`src/rtl/ga_pkg.sv`:
```
// Shared types and constants for the GA generation controller.
package ga_pkg;

  localparam int FIT_W = 5;
  localparam int CNT_W = 16;
  localparam int GEN_W = 8;
  localparam int TOT_W = 24;

  typedef enum logic [2:0] {
    IDLE   = 3'd0,
    LAUNCH = 3'd1,
    FIT    = 3'd2,
    SORT   = 3'd3,
    MATE   = 3'd4,
    CHECK  = 3'd5,
    DONE   = 3'd6
  } ga_ctl_state_t;

  localparam logic [1:0] PH_NONE = 2'd0;
  localparam logic [1:0] PH_FIT  = 2'd1;
  localparam logic [1:0] PH_SORT = 2'd2;
  localparam logic [1:0] PH_MATE = 2'd3;

  // True for the three states that wait on an engine phase and are watchdogged.
  function automatic logic is_phase_state(input ga_ctl_state_t s);
    return (s == FIT) || (s == SORT) || (s == MATE);
  endfunction

endpackage

```
`src/rtl/ga_phase_timer.sv`:
```
// Per-phase cycle counter with watchdog compare.
// count is inclusive of the current cycle, so a done seen on the first
// cycle of a phase reports 1.
module ga_phase_timer
  import ga_pkg::*;
#(
  parameter int LIMIT = 1000
) (
  input  logic             clk,
  input  logic             rst,
  input  logic             clear,
  input  logic             enable,
  output logic [CNT_W-1:0] count,
  output logic             expired
);

  localparam logic [CNT_W-1:0] LIMIT_C = CNT_W'(LIMIT);
  localparam logic [CNT_W-1:0] CNT_MAX = '1;

  logic [CNT_W-1:0] cnt;

  // Cycles completed in the current phase; holds at all-ones rather than wrapping.
  always_ff @(posedge clk) begin
    if (rst) begin
      cnt <= '0;
    end else if (clear) begin
      cnt <= '0;
    end else if (enable && (cnt != CNT_MAX)) begin
      cnt <= cnt + 1'b1;
    end
  end

  // Present the count including the cycle in progress and flag the watchdog limit.
  always_comb begin
    count   = (cnt == CNT_MAX) ? cnt : cnt + 1'b1;
    expired = enable && (count >= LIMIT_C);
  end

endmodule

```
`src/rtl/ga_gen_controller.sv`:
```
// Generation sequencer for a genetic-algorithm engine: launches each
// generation, waits on the fit/sort/mate phases, times them, and stops on
// convergence, the generation limit, the watchdog or an abort.
module ga_gen_controller
  import ga_pkg::*;
#(
  parameter int GENOME_LENGTH = 28,
  parameter int MAX_GEN       = 255,
  parameter int WDOG_LIMIT    = 1000
) (
  input  logic        clk,
  input  logic        rst,
  input  logic        run,
  input  logic        abort,
  input  logic        done_fit,
  input  logic        done_sort,
  input  logic        done_mate,
  input  logic [4:0]  best_fitness,
  output logic        start,
  output logic        busy,
  output logic [1:0]  phase,
  output logic [7:0]  generation,
  output logic [15:0] fit_cycles,
  output logic [15:0] sort_cycles,
  output logic [15:0] mate_cycles,
  output logic [23:0] total_cycles,
  output logic        finished,
  output logic        converged,
  output logic        timeout,
  output logic        aborted
);

  localparam logic [FIT_W-1:0] FULL_SCORE = FIT_W'(GENOME_LENGTH);
  localparam logic [GEN_W-1:0] LAST_GEN   = GEN_W'(MAX_GEN);
  localparam logic [TOT_W-1:0] TOT_MAX    = '1;

  ga_ctl_state_t    state;
  ga_ctl_state_t    next_state;
  logic [FIT_W-1:0] best_q;
  logic [CNT_W-1:0] phase_count;
  logic             phase_expired;
  logic             timer_clear;
  logic             timer_enable;
  logic             counting;

  logic gen_init;
  logic gen_inc;
  logic latch_fit;
  logic latch_sort;
  logic latch_mate;
  logic set_conv;
  logic set_tmo;
  logic set_abt;

  // The counter restarts whenever the phase state is left or entered.
  assign timer_enable = is_phase_state(state);
  assign timer_clear  = !(timer_enable && (next_state == state));
  assign counting     = (state != IDLE) && (state != DONE);

  ga_phase_timer #(
    .LIMIT(WDOG_LIMIT)
  ) u_timer (
    .clk    (clk),
    .rst    (rst),
    .clear  (timer_clear),
    .enable (timer_enable),
    .count  (phase_count),
    .expired(phase_expired)
  );

  // State register.
  always_ff @(posedge clk) begin
    if (rst) begin
      state <= IDLE;
    end else begin
      state <= next_state;
    end
  end

  // Next-state decode plus the one-cycle strobes that update the datapath.
  always_comb begin
    next_state = state;
    gen_init   = 1'b0;
    gen_inc    = 1'b0;
    latch_fit  = 1'b0;
    latch_sort = 1'b0;
    latch_mate = 1'b0;
    set_conv   = 1'b0;
    set_tmo    = 1'b0;
    set_abt    = 1'b0;
    case (state)
      IDLE: begin
        if (run) begin
          gen_init   = 1'b1;
          next_state = LAUNCH;
        end
      end
      LAUNCH: next_state = FIT;
      FIT: begin
        if (done_fit) begin
          latch_fit  = 1'b1;
          next_state = SORT;
        end else if (phase_expired) begin
          set_tmo    = 1'b1;
          next_state = DONE;
        end
      end
      SORT: begin
        if (done_sort) begin
          latch_sort = 1'b1;
          next_state = MATE;
        end else if (phase_expired) begin
          set_tmo    = 1'b1;
          next_state = DONE;
        end
      end
      MATE: begin
        if (done_mate) begin
          latch_mate = 1'b1;
          next_state = CHECK;
        end else if (phase_expired) begin
          set_tmo    = 1'b1;
          next_state = DONE;
        end
      end
      CHECK: begin
        if (best_q == FULL_SCORE) begin
          set_conv   = 1'b1;
          next_state = DONE;
        end else if (generation == LAST_GEN) begin
          next_state = DONE;
        end else begin
          gen_inc    = 1'b1;
          next_state = LAUNCH;
        end
      end
      DONE:    next_state = IDLE;
      default: next_state = IDLE;
    endcase
    // Abort wins over any phase completion, watchdog or check outcome.
    if (abort && counting) begin
      next_state = DONE;
      set_abt    = 1'b1;
      gen_inc    = 1'b0;
      latch_fit  = 1'b0;
      latch_sort = 1'b0;
      latch_mate = 1'b0;
      set_conv   = 1'b0;
      set_tmo    = 1'b0;
    end
  end

  // Moore outputs decoded from the current state.
  always_comb begin
    start    = (state == LAUNCH);
    busy     = (state != IDLE);
    finished = (state == DONE);
    case (state)
      FIT:     phase = PH_FIT;
      SORT:    phase = PH_SORT;
      MATE:    phase = PH_MATE;
      default: phase = PH_NONE;
    endcase
  end

  // Generation number, sticky end-of-run flags and the saturating run total.
  always_ff @(posedge clk) begin
    if (rst) begin
      generation   <= '0;
      converged    <= 1'b0;
      timeout      <= 1'b0;
      aborted      <= 1'b0;
      total_cycles <= '0;
    end else if (gen_init) begin
      generation   <= 8'd1;
      converged    <= 1'b0;
      timeout      <= 1'b0;
      aborted      <= 1'b0;
      total_cycles <= '0;
    end else begin
      if (gen_inc) begin
        generation <= generation + 1'b1;
      end
      if (set_conv) begin
        converged <= 1'b1;
      end
      if (set_tmo) begin
        timeout <= 1'b1;
      end
      if (set_abt) begin
        aborted <= 1'b1;
      end
      if (counting && (total_cycles != TOT_MAX)) begin
        total_cycles <= total_cycles + 1'b1;
      end
    end
  end

  // Per-phase cycle counts and the best score, captured as each phase completes.
  always_ff @(posedge clk) begin
    if (rst) begin
      fit_cycles  <= '0;
      sort_cycles <= '0;
      mate_cycles <= '0;
      best_q      <= '0;
    end else begin
      if (latch_fit) begin
        fit_cycles <= phase_count;
        best_q     <= best_fitness;
      end
      if (latch_sort) begin
        sort_cycles <= phase_count;
      end
      if (latch_mate) begin
        mate_cycles <= phase_count;
      end
    end
  end

endmodule

```
`config.mk`:
```
export PLATFORM = sky130hd
export DESIGN_NAME = ga_gen_controller
export DESIGN_NICKNAME = d
export VERILOG_FILES = /design/src/rtl/ga_pkg.sv /design/src/rtl/ga_phase_timer.sv /design/src/rtl/ga_gen_controller.sv
export SDC_FILE = /design/constraint.sdc
export NUM_CORES = 1
export LEC_CHECK = 0
export BUFFER_PORTS_ARGS = -buffer_cell sky130_fd_sc_hd__buf_4
export CORE_MARGIN = 8
export CORE_UTILIZATION = 55
export DETAILED_ROUTE_END_ITERATION = 10
export GPL_TIMING_DRIVEN = 0
export PLACE_DENSITY_LB_ADDON = 0.1
export SLEW_MARGIN = 20
export SYNTH_ARGS = -nofsm -noshare
export SYNTH_HDL_FRONTEND = slang
export SYNTH_SLANG_ARGS = --single-unit
```
`constraint.sdc`:
```
create_clock -name clk -period 2.52 [get_ports clk]
set_input_delay 0.126 -clock clk [delete_from_list [all_inputs] [get_ports clk]]
set_output_delay 0.126 -clock clk [all_outputs]
set_load 0.01 [all_outputs]
```
# Word level (Yosys, flattened, before mapping)
# Cells that the tools add are included.
# totals
word_cells	81
register_bits	107
in_bits	12
# classes
reduce_logical	13
order_cmp	1
n_mux	38
n_bitwise	1
eq_ne	13
addsub	3
# op_table
operator	count
two-way mux 1 bit	26
adder 24 x 1 -> 24 bit (second input constant)	1
two-way mux 3 bit	8
inequality test 24 bit (second input constant)	1
case mux 3 bit (6 select lines)	1
adder 16 x 1 -> 16 bit (second input constant)	1
equality test 16 bit (second input constant)	1
greater-or-equal comparator 16 x 10 -> 1 bit (second input constant)	1
two-way mux 16 bit	1
inequality test 16 bit (second input constant)	1
equality test 3 bit (second input constant)	3
adder 8 x 1 -> 8 bit (second input constant)	1
equality test 8 bit (second input constant)	1
equality test 3 x 2 -> 1 bit (second input constant)	2
logical AND 1 bit	6
case mux 2 bit (3 select lines)	1
equality test 5 bit (second input constant)	1
OR reduction 2 bit	2
equality test 3 x 1 -> 1 bit (second input constant)	1
equality test 3 bit	1
logical NOT 3 bit	1
inequality test 3 bit (second input constant)	1
case mux 1 bit (3 select lines)	1
nonzero test 3 bit	1
other kinds (3)	4

# Depth between registers and ports, before layout
# Gate-level depths: netlist (run 1).
# depth
ltp_word	12
ltp_mapped	9
ltp_nobuf	7

# Modules after synthesis
# A second synthesis (run 1) with hierarchy kept.
# hier_totals
cells_unflattened	650
hier_area_um2	5012.3
# modules_own_cells
module	area_each_um2	cells_per_inst	n_inst
ga_gen_controller	3774.9	483	1
ga_phase_timer	1237.4	167	1

# Worst setup path after synthesis (run 1)
# No wires, ideal clock.
# synth_path
kind	register -> register
from	reg u_timer.cnt[0]
to	reg u_timer.cnt[0]
arrival_ns	2.010
path_buffers	1
path_stages_with_launch	9
slack_ns	0.378
synth_period_minus_slack_ns	2.142
t_required_ns	2.388
path_cell_list	dfxtp_1 > ha_1 > buf_2 > nand4_1 > or3_1 > a31oi_2 > nor4_4 > a21oi_4 > nor3_1
# synth_via
elab_chain_cells	12
elab_cells_between_ends	17
# synth_rtl
element	line_no	source
from (decl)	ga_phase_timer.sv:20	logic [CNT_W-1:0] cnt;
from (signal assigned)	ga_phase_timer.sv:29	cnt <= cnt + 1'b1;
adder 16 x 1 -> 16 bit or equality test 16 bit (tied branches)	ga_phase_timer.sv:29, ga_phase_timer.sv:35	
two-way mux 16 bit	ga_phase_timer.sv:35	count = (cnt == CNT_MAX) ? cnt : cnt + 1'b1;
greater-or-equal comparator 16 x 10 -> 1 bit	ga_phase_timer.sv:36	expired = enable && (count >= LIMIT_C);
logical AND 1 bit	ga_phase_timer.sv:36	
two-way mux 3 bit	ga_gen_controller.sv:103, ga_gen_controller.sv:112, ga_gen_controller.sv:121	
two-way mux 3 bit (on tied branches)	ga_gen_controller.sv:118, ga_gen_controller.sv:100, ga_gen_controller.sv:109	
case mux 3 bit (6 select lines)	ga_gen_controller.sv:91	case (state)
two-way mux 3 bit	ga_gen_controller.sv:141	if (abort && counting) begin
equality test 3 bit	ga_gen_controller.sv:57	assign timer_clear = !(timer_enable && (next_state == state));
logical AND 1 bit	ga_gen_controller.sv:57	
inverter 1 bit (no source line)	-	
OR reduction 2 bit (no source line)	-	
# Several ways; a longest one is shown, not always the timed one.
# A chain may end at the register's enable or synchronous reset.

# Worst setup path in the final report (run 1)
# layout_path
from	reg u_timer.cnt[0]
to	reg u_timer.cnt[9]
# Same word-level chain as after synthesis.

==> reports/metrics.yaml, run 1 <==
status: "complete, no violations"
combPwrFrac_pct: 30.4
die_y_um: 111
async_reset_ff_share_pct: 0
min_from: "rst"
yosys_most_used_dff: "dfxtp_1"
rrSetupSlack_ps: 140
setup_ws_ps: 140
synth-edff-count: 0
p_leak_nw: 2.33
htreeDepth: 3
drive_gt1_share_pct: 21.8
path_max_fanout: 10
dieArea_sq_mm: 0.0123
ir_worst_vdd_mv: 0.416
coreArea_sq_mm: 0.00872
post-place-ws_ps: -94.2
fin_util_pct: 70.7
switching_share_pct: 35.3
fill_cells: 736
root_buffer: "clkbuf_8"
clockBufferDepth: 2
tightest_slew_ps: 748
startpoint_type: "flip-flop"
hold_viol: 0
post_synth.cell_area_avg_sq_um: 8.51
place_area_sq_mm: 0.00583
power.clock.fraction_pct: 24.2
gp_congestion: 0.887
antenna_cells: 0
grt_overflow: 0
fmax_ghz: 0.420
layout_common_cells: "107 x buf_4, 105 x dfxtp_1, 88 x nor2_1"
cp.required_ps: 2810
first_pass_iters: 4
grt_pass1_wl_mm: 21.4
syn_area_sq_mm: 0.00493
antenna_found_initial: 0
port_buffers: 99
route.detailed.drc: 0
maxCapViolations: 0
final_common_cell: "buf_4"
synth_cells: 580
clock_sinks: 107
path_class: "reg2reg"
routedWlPerCell_um: 15.7
drt-total-wl_mm: 12.8
rows: 34
numCtsBuffers: 9
synth_warnings: 0
seqPwrFrac_pct: 45.4
holdPathEnd: "state[2]"
start_util_pct: 56.6
num_vias: 4603
r2r_cells: 10
clkTransAtPathRegs_ps: 100
p_sw_mw: 1.47
dp_hpwl_mm: 9.77
nets: 721
period_share_pct: 94.4
p_int_mw: 2.70
min_period_ps: 2380
reg2reg_from: "u_timer.cnt[0]"
ys_ff_latch: 107
seq_area_frac_synth_pct: 43.4
syn2layout_area_growth_pct: 24.9
slew_headroom_pct: 49.9
synth_cell_types: 56
p_total_mw: 4.17
drv_slew: 0
io_pins: 100
clkLatencyLatePin_ps: 380
clock_skew_ps: 22.3
track_usage_pct: 20.5
post_drt_via_cell_ratio: 5.62
arrival_ps: 2670
postLayoutCellArea_sq_mm: 0.00616
grt_max_degree: 20
hold_depth: 3
drtAntennaViolNets: 0
first_global_vias: 4389
end_kind: "flip-flop"
setup_viol_count_final: 0
die_width_um: 111
powerDensity_mw_per_mm2: 676
cts_tree: "yes"
rr_endpoint: "u_timer.cnt[9]"
drt_iter0_markers: 198
hp-class: "in2reg"
## sequential cells by signal, summed over array words and instances (netlist names)
register and cells:
u_timer.cnt 16, mate_cycles 16, sort_cycles 16, converged 1, best_q 5, aborted 1, total_cycles 24, timeout 1
fit_cycles 16, state 3, generation 8
## power by group through the flow
stage	registers, mW	logic, mW	clock network (mW)
after floorplan	1.95	0.747	0
after global placement	1.93	1.18	0
after detailed placement	1.93	1.20	0
after CTS	1.89	1.27	1.02
after global routing	1.90	1.40	1.08
final	1.89	1.27	1.01
## Yosys cell counts (13+ instances only)
cell type	instances	area, sq um
a211oi_1	34	255
a21oi_1	32	160
clkbuf_1	23	86.3
dfxtp_1	107	2140
nand2_1	62	233
nand3_1	15	75.1
nand4_1	13	81.3
nor2_1	89	334
nor3_1	20	100
o21ai_0	13	65.1
or3_1	13	81.3
xnor2_1	21	184
xor2_1	24	210
## worst max path at each step
stage                   startpoint  depth (start not counted)        endpoint
global route        u_timer.cnt[0]                         10  u_timer.cnt[9]
global placement    u_timer.cnt[0]                          8  u_timer.cnt[5]
floorplan           u_timer.cnt[0]                          8  u_timer.cnt[0]
detailed placement  u_timer.cnt[0]                          8  u_timer.cnt[2]
CTS                 u_timer.cnt[1]                         10  u_timer.cnt[9]
finish              u_timer.cnt[0]                         10  u_timer.cnt[9]
## layout make-up
class	instances	area [sq um]	area share (%)
Inverter	9	33.8	0.548
Tap cell	108	135	2.19
Clock buffer	10	128	2.07
Timing Repair Buffer	110	851	13.8
Buffer	36	163	2.64
Sequential cell	107	2150	34.9
Multi-Input combinational cell	433	2650	42.9
Clock inverter	6	57.6	0.934
## cell families after synthesis
| group | after synthesis | share of synthesized area (%) |
|---|---|---|
| buffers and inverters | 45 | 3.88 |
| other | 1 | 0.0760 |
| xor gates and xnor gates | 45 | 7.99 |
| adders and majority gates | 3 | 0.761 |
| DFF | 107 | 43.4 |
| AOI/OAI and AO/OA | 106 | 14.3 |
| and+or+nand+nor | 262 | 27.3 |
| muxes | 11 | 2.28 |
## per-layer routing
| metal | up-vias | share of wire, % | GRT usage (%) |
|---|---|---|---|
| met1 | 2185 | 44 | 25.8 |
| met4 | 0 | 1.6 | 7.21 |
| met3 | 17 | 5.0 | 3.90 |
| met5 | - | 0 | 0 |
| met2 | 122 | 49 | 33.9 |
| li1 | 2279 | - | - |
## critical path, stage by stage (launching register included)
cell and delay, ps:
dfxtp_4 380, ha_1 190, clkbuf_4 180, and4_1 210, clkbuf_4 180, nand3_1 120, mux2_4 330, nor4_4 310
a21oi_4 100, buf_12 150, nor3_1 160
## repair_timing
action / 4_1_cts / 5_1_grt
pin swaps: 1 / 1
setup endpoints to repair: 10 / 40
gates resized for setup: 2 / 9
hold buffers: 5 / 0
hold endpoints to repair: 5 / 0
buffers inserted: 1 / 5
## through the flow
step                      instances  hold slack [ps]  setup TNS, ps
after floorplan                 585              262              0
after global placement          792              375           -241
after detailed placement        792              389           -797
after CTS                       814             88.4              0
after global routing            819              102          -5.87
final                           819             91.4              0
No activity file was read; power rests on OpenSTA's default activity.
==> run 2, diff against run 1 <==
--- a/config.mk
+++ b/config.mk
@@ -6,11 +6,14 @@
 export NUM_CORES = 1
 export LEC_CHECK = 0
 export BUFFER_PORTS_ARGS = -buffer_cell sky130_fd_sc_hd__buf_4
+export CAP_MARGIN = 20
 export CORE_MARGIN = 8
 export CORE_UTILIZATION = 55
+export CTS_CLUSTER_SIZE = 24
 export DETAILED_ROUTE_END_ITERATION = 10
 export GPL_TIMING_DRIVEN = 0
 export PLACE_DENSITY_LB_ADDON = 0.1
+export REMOVE_ABC_BUFFERS = 1
 export SLEW_MARGIN = 20
 export SYNTH_ARGS = -nofsm -noshare
 export SYNTH_HDL_FRONTEND = slang
==> reports/metrics.yaml, run 2 (synthesized netlist as in run 1, its figures left out) <==
finalSetupTns_ps: 0
coreArea_sq_mm: 0.00872
root_buffer: "clkbuf_8"
fill_cells: 744
nets: 686
layout_common_cells: "103 x dfxtp_1, 103 x buf_4, 88 x nor2_1"
start_util_pct: 56.6
port_buffers: 99
multi_input_area_sq_mm: 0.00271
setup_ws_ps: 192
syn2layout_area_growth_pct: 22.8
setup_viol_count_final: 0
drt-total-wl_mm: 12.2
largest_reg_flops: 24
dieArea_sq_mm: 0.0123
post_drt_via_cell_ratio: 5.60
final_cells: 784
end_kind: "flip-flop"
num_vias: 4387
grt_overflow: 0
p_leak_nw: 2.25
drtAntennaViolNets: 0
clock_sinks: 107
clkLatencyLatePin_ps: 380
top_register: "total_cycles"
arrival_ps: 2620
seqCellArea_sq_mm: 0.00215
slew_headroom_pct: 51.7
die_width_um: 111
route.detailed.drc: 0
clockBufferDepth: 2
drt-met1-wl_mm: 5.47
hold_viol: 0
min_period_ps: 2330
die_y_um: 111
ir_worst_vdd_mv: 0.316
postLayoutCellArea_sq_mm: 0.00606
antenna_found_initial: 0
fmax_ghz: 0.430
antenna_cells: 0
grt_max_degree: 61
maxCapViolations: 0
first_global_vias: 4145
place_area_sq_mm: 0.00574
clock_skew_ps: 16.0
dp.cells: 760
routedWlPerCell_um: 15.6
period_share_pct: 92.4
tightest_slew_ps: 722
routed.top_layer: "met4"
path_max_fanout: 9
drt_iter0_markers: 255
htreeDepth: 3
track_usage_pct: 19.4
first_pass_iters: 5
grt_setup_unrepaired: "false"
dp_hpwl_mm: 8.80
post-place-ws_ps: -95.5
startpoint_type: "flip-flop"
numCtsBuffers: 9
cts_tree: "yes"
cp.required_ps: 2810
powerDensity_mw_per_mm2: 678
dr_wl_met3_um: 783
grt_pass1_wl_mm: 20.4
drv_slew: 0
clkTransAtPathRegs_ps: 100
drive_gt1_share_pct: 22.6
status: "complete, no violations"
io_pins: 100
hp-class: "in2reg"
gp_congestion: 0.941
rows: 34
met2WireLength_mm: 5.89
path_class: "reg2reg"
[run 2: changes by cell type in the layout (fill, tap and decap cells not counted), moves of 3 or more]
| cell | delta |
|---|---|
| buf_4 | -4 |
| nor3_4 | +3 |
| buf_2 | -7 |
| dfxtp_2 | +4 |
| clkbuf_1 | -24 |
[run 2: layout make-up]
class	instances	share of cell area [%]
clock buffers	9	2.04
multi-input cells	434	44.7
flip-flops and latches	107	35.4
clock inverters	7	0.991
repair buffers	110	14.1
inverters	9	0.558
well taps	108	2.23
[run 2: worst paths after layout]
| path | slack, ps | startpoint | endpoint | cells past startpoint |
|---|---|---|---|---|
| setup / recovery | 190 | u_timer.cnt[1] | u_timer.cnt[8] | 8 |
| hold / removal | 110 | done_mate | state[1] | 4 |
| setup reg to reg | 190 | u_timer.cnt[1] | u_timer.cnt[8] | 8 |
| hold reg to reg | 460 | best_q[1] | best_q[1] | 2 |
[run 2: layer usage]
| layer | global-route usage, % | vias to the layer above |
|---|---|---|
| met4 | 4.41 | 0 |
| li1 | - | 2217 |
| met5 | 0 | - |
| met3 | 6.01 | 6 |
| met2 | 31.9 | 109 |
| met1 | 24.1 | 2055 |
[run 2: report_power, final]
group	internal (mW)	leakage [nW]	total, mW	switching [mW]
sequential	1.81	0.868	1.98	0.173
clock	0.377	0.0897	1.01	0.631
combinational	0.452	1.29	1.12	0.666
[run 2: critical path, stage by stage (launching register included)]
cell and delay [ps]:
dfxtp_1 490, ha_4 240, and4_2 350, nand3_1 130
mux2_2 350, nor4_4 240, buf_4 190, a21oi_4 80
nor3_1 180
[run 2: repair_timing]
| action | 4_1_cts | 5_1_grt |
|---|---|---|
| buffers inserted | 0 | 2 |
| gates resized for setup | 2 | 13 |
| hold buffers | 5 | 0 |
| setup endpoints to repair | 23 | 36 |
| hold endpoints to repair | 5 | 0 |
| pin swaps | 0 | 5 |
| gates cloned | 0 | 1 |
[run 2: through the flow]
step / hold slack (ps) / utilization, % / total power [mW]
after detailed placement: 387 / 65.8 / 3.09
after CTS: 92.1 / 68.5 / 4.08
final: 106 / 69.5 / 4.11
after global placement: 377 / 65.1 / 3.03
after floorplan: 195 / - / 2.64
after global routing: 112 / 69.5 / 4.34
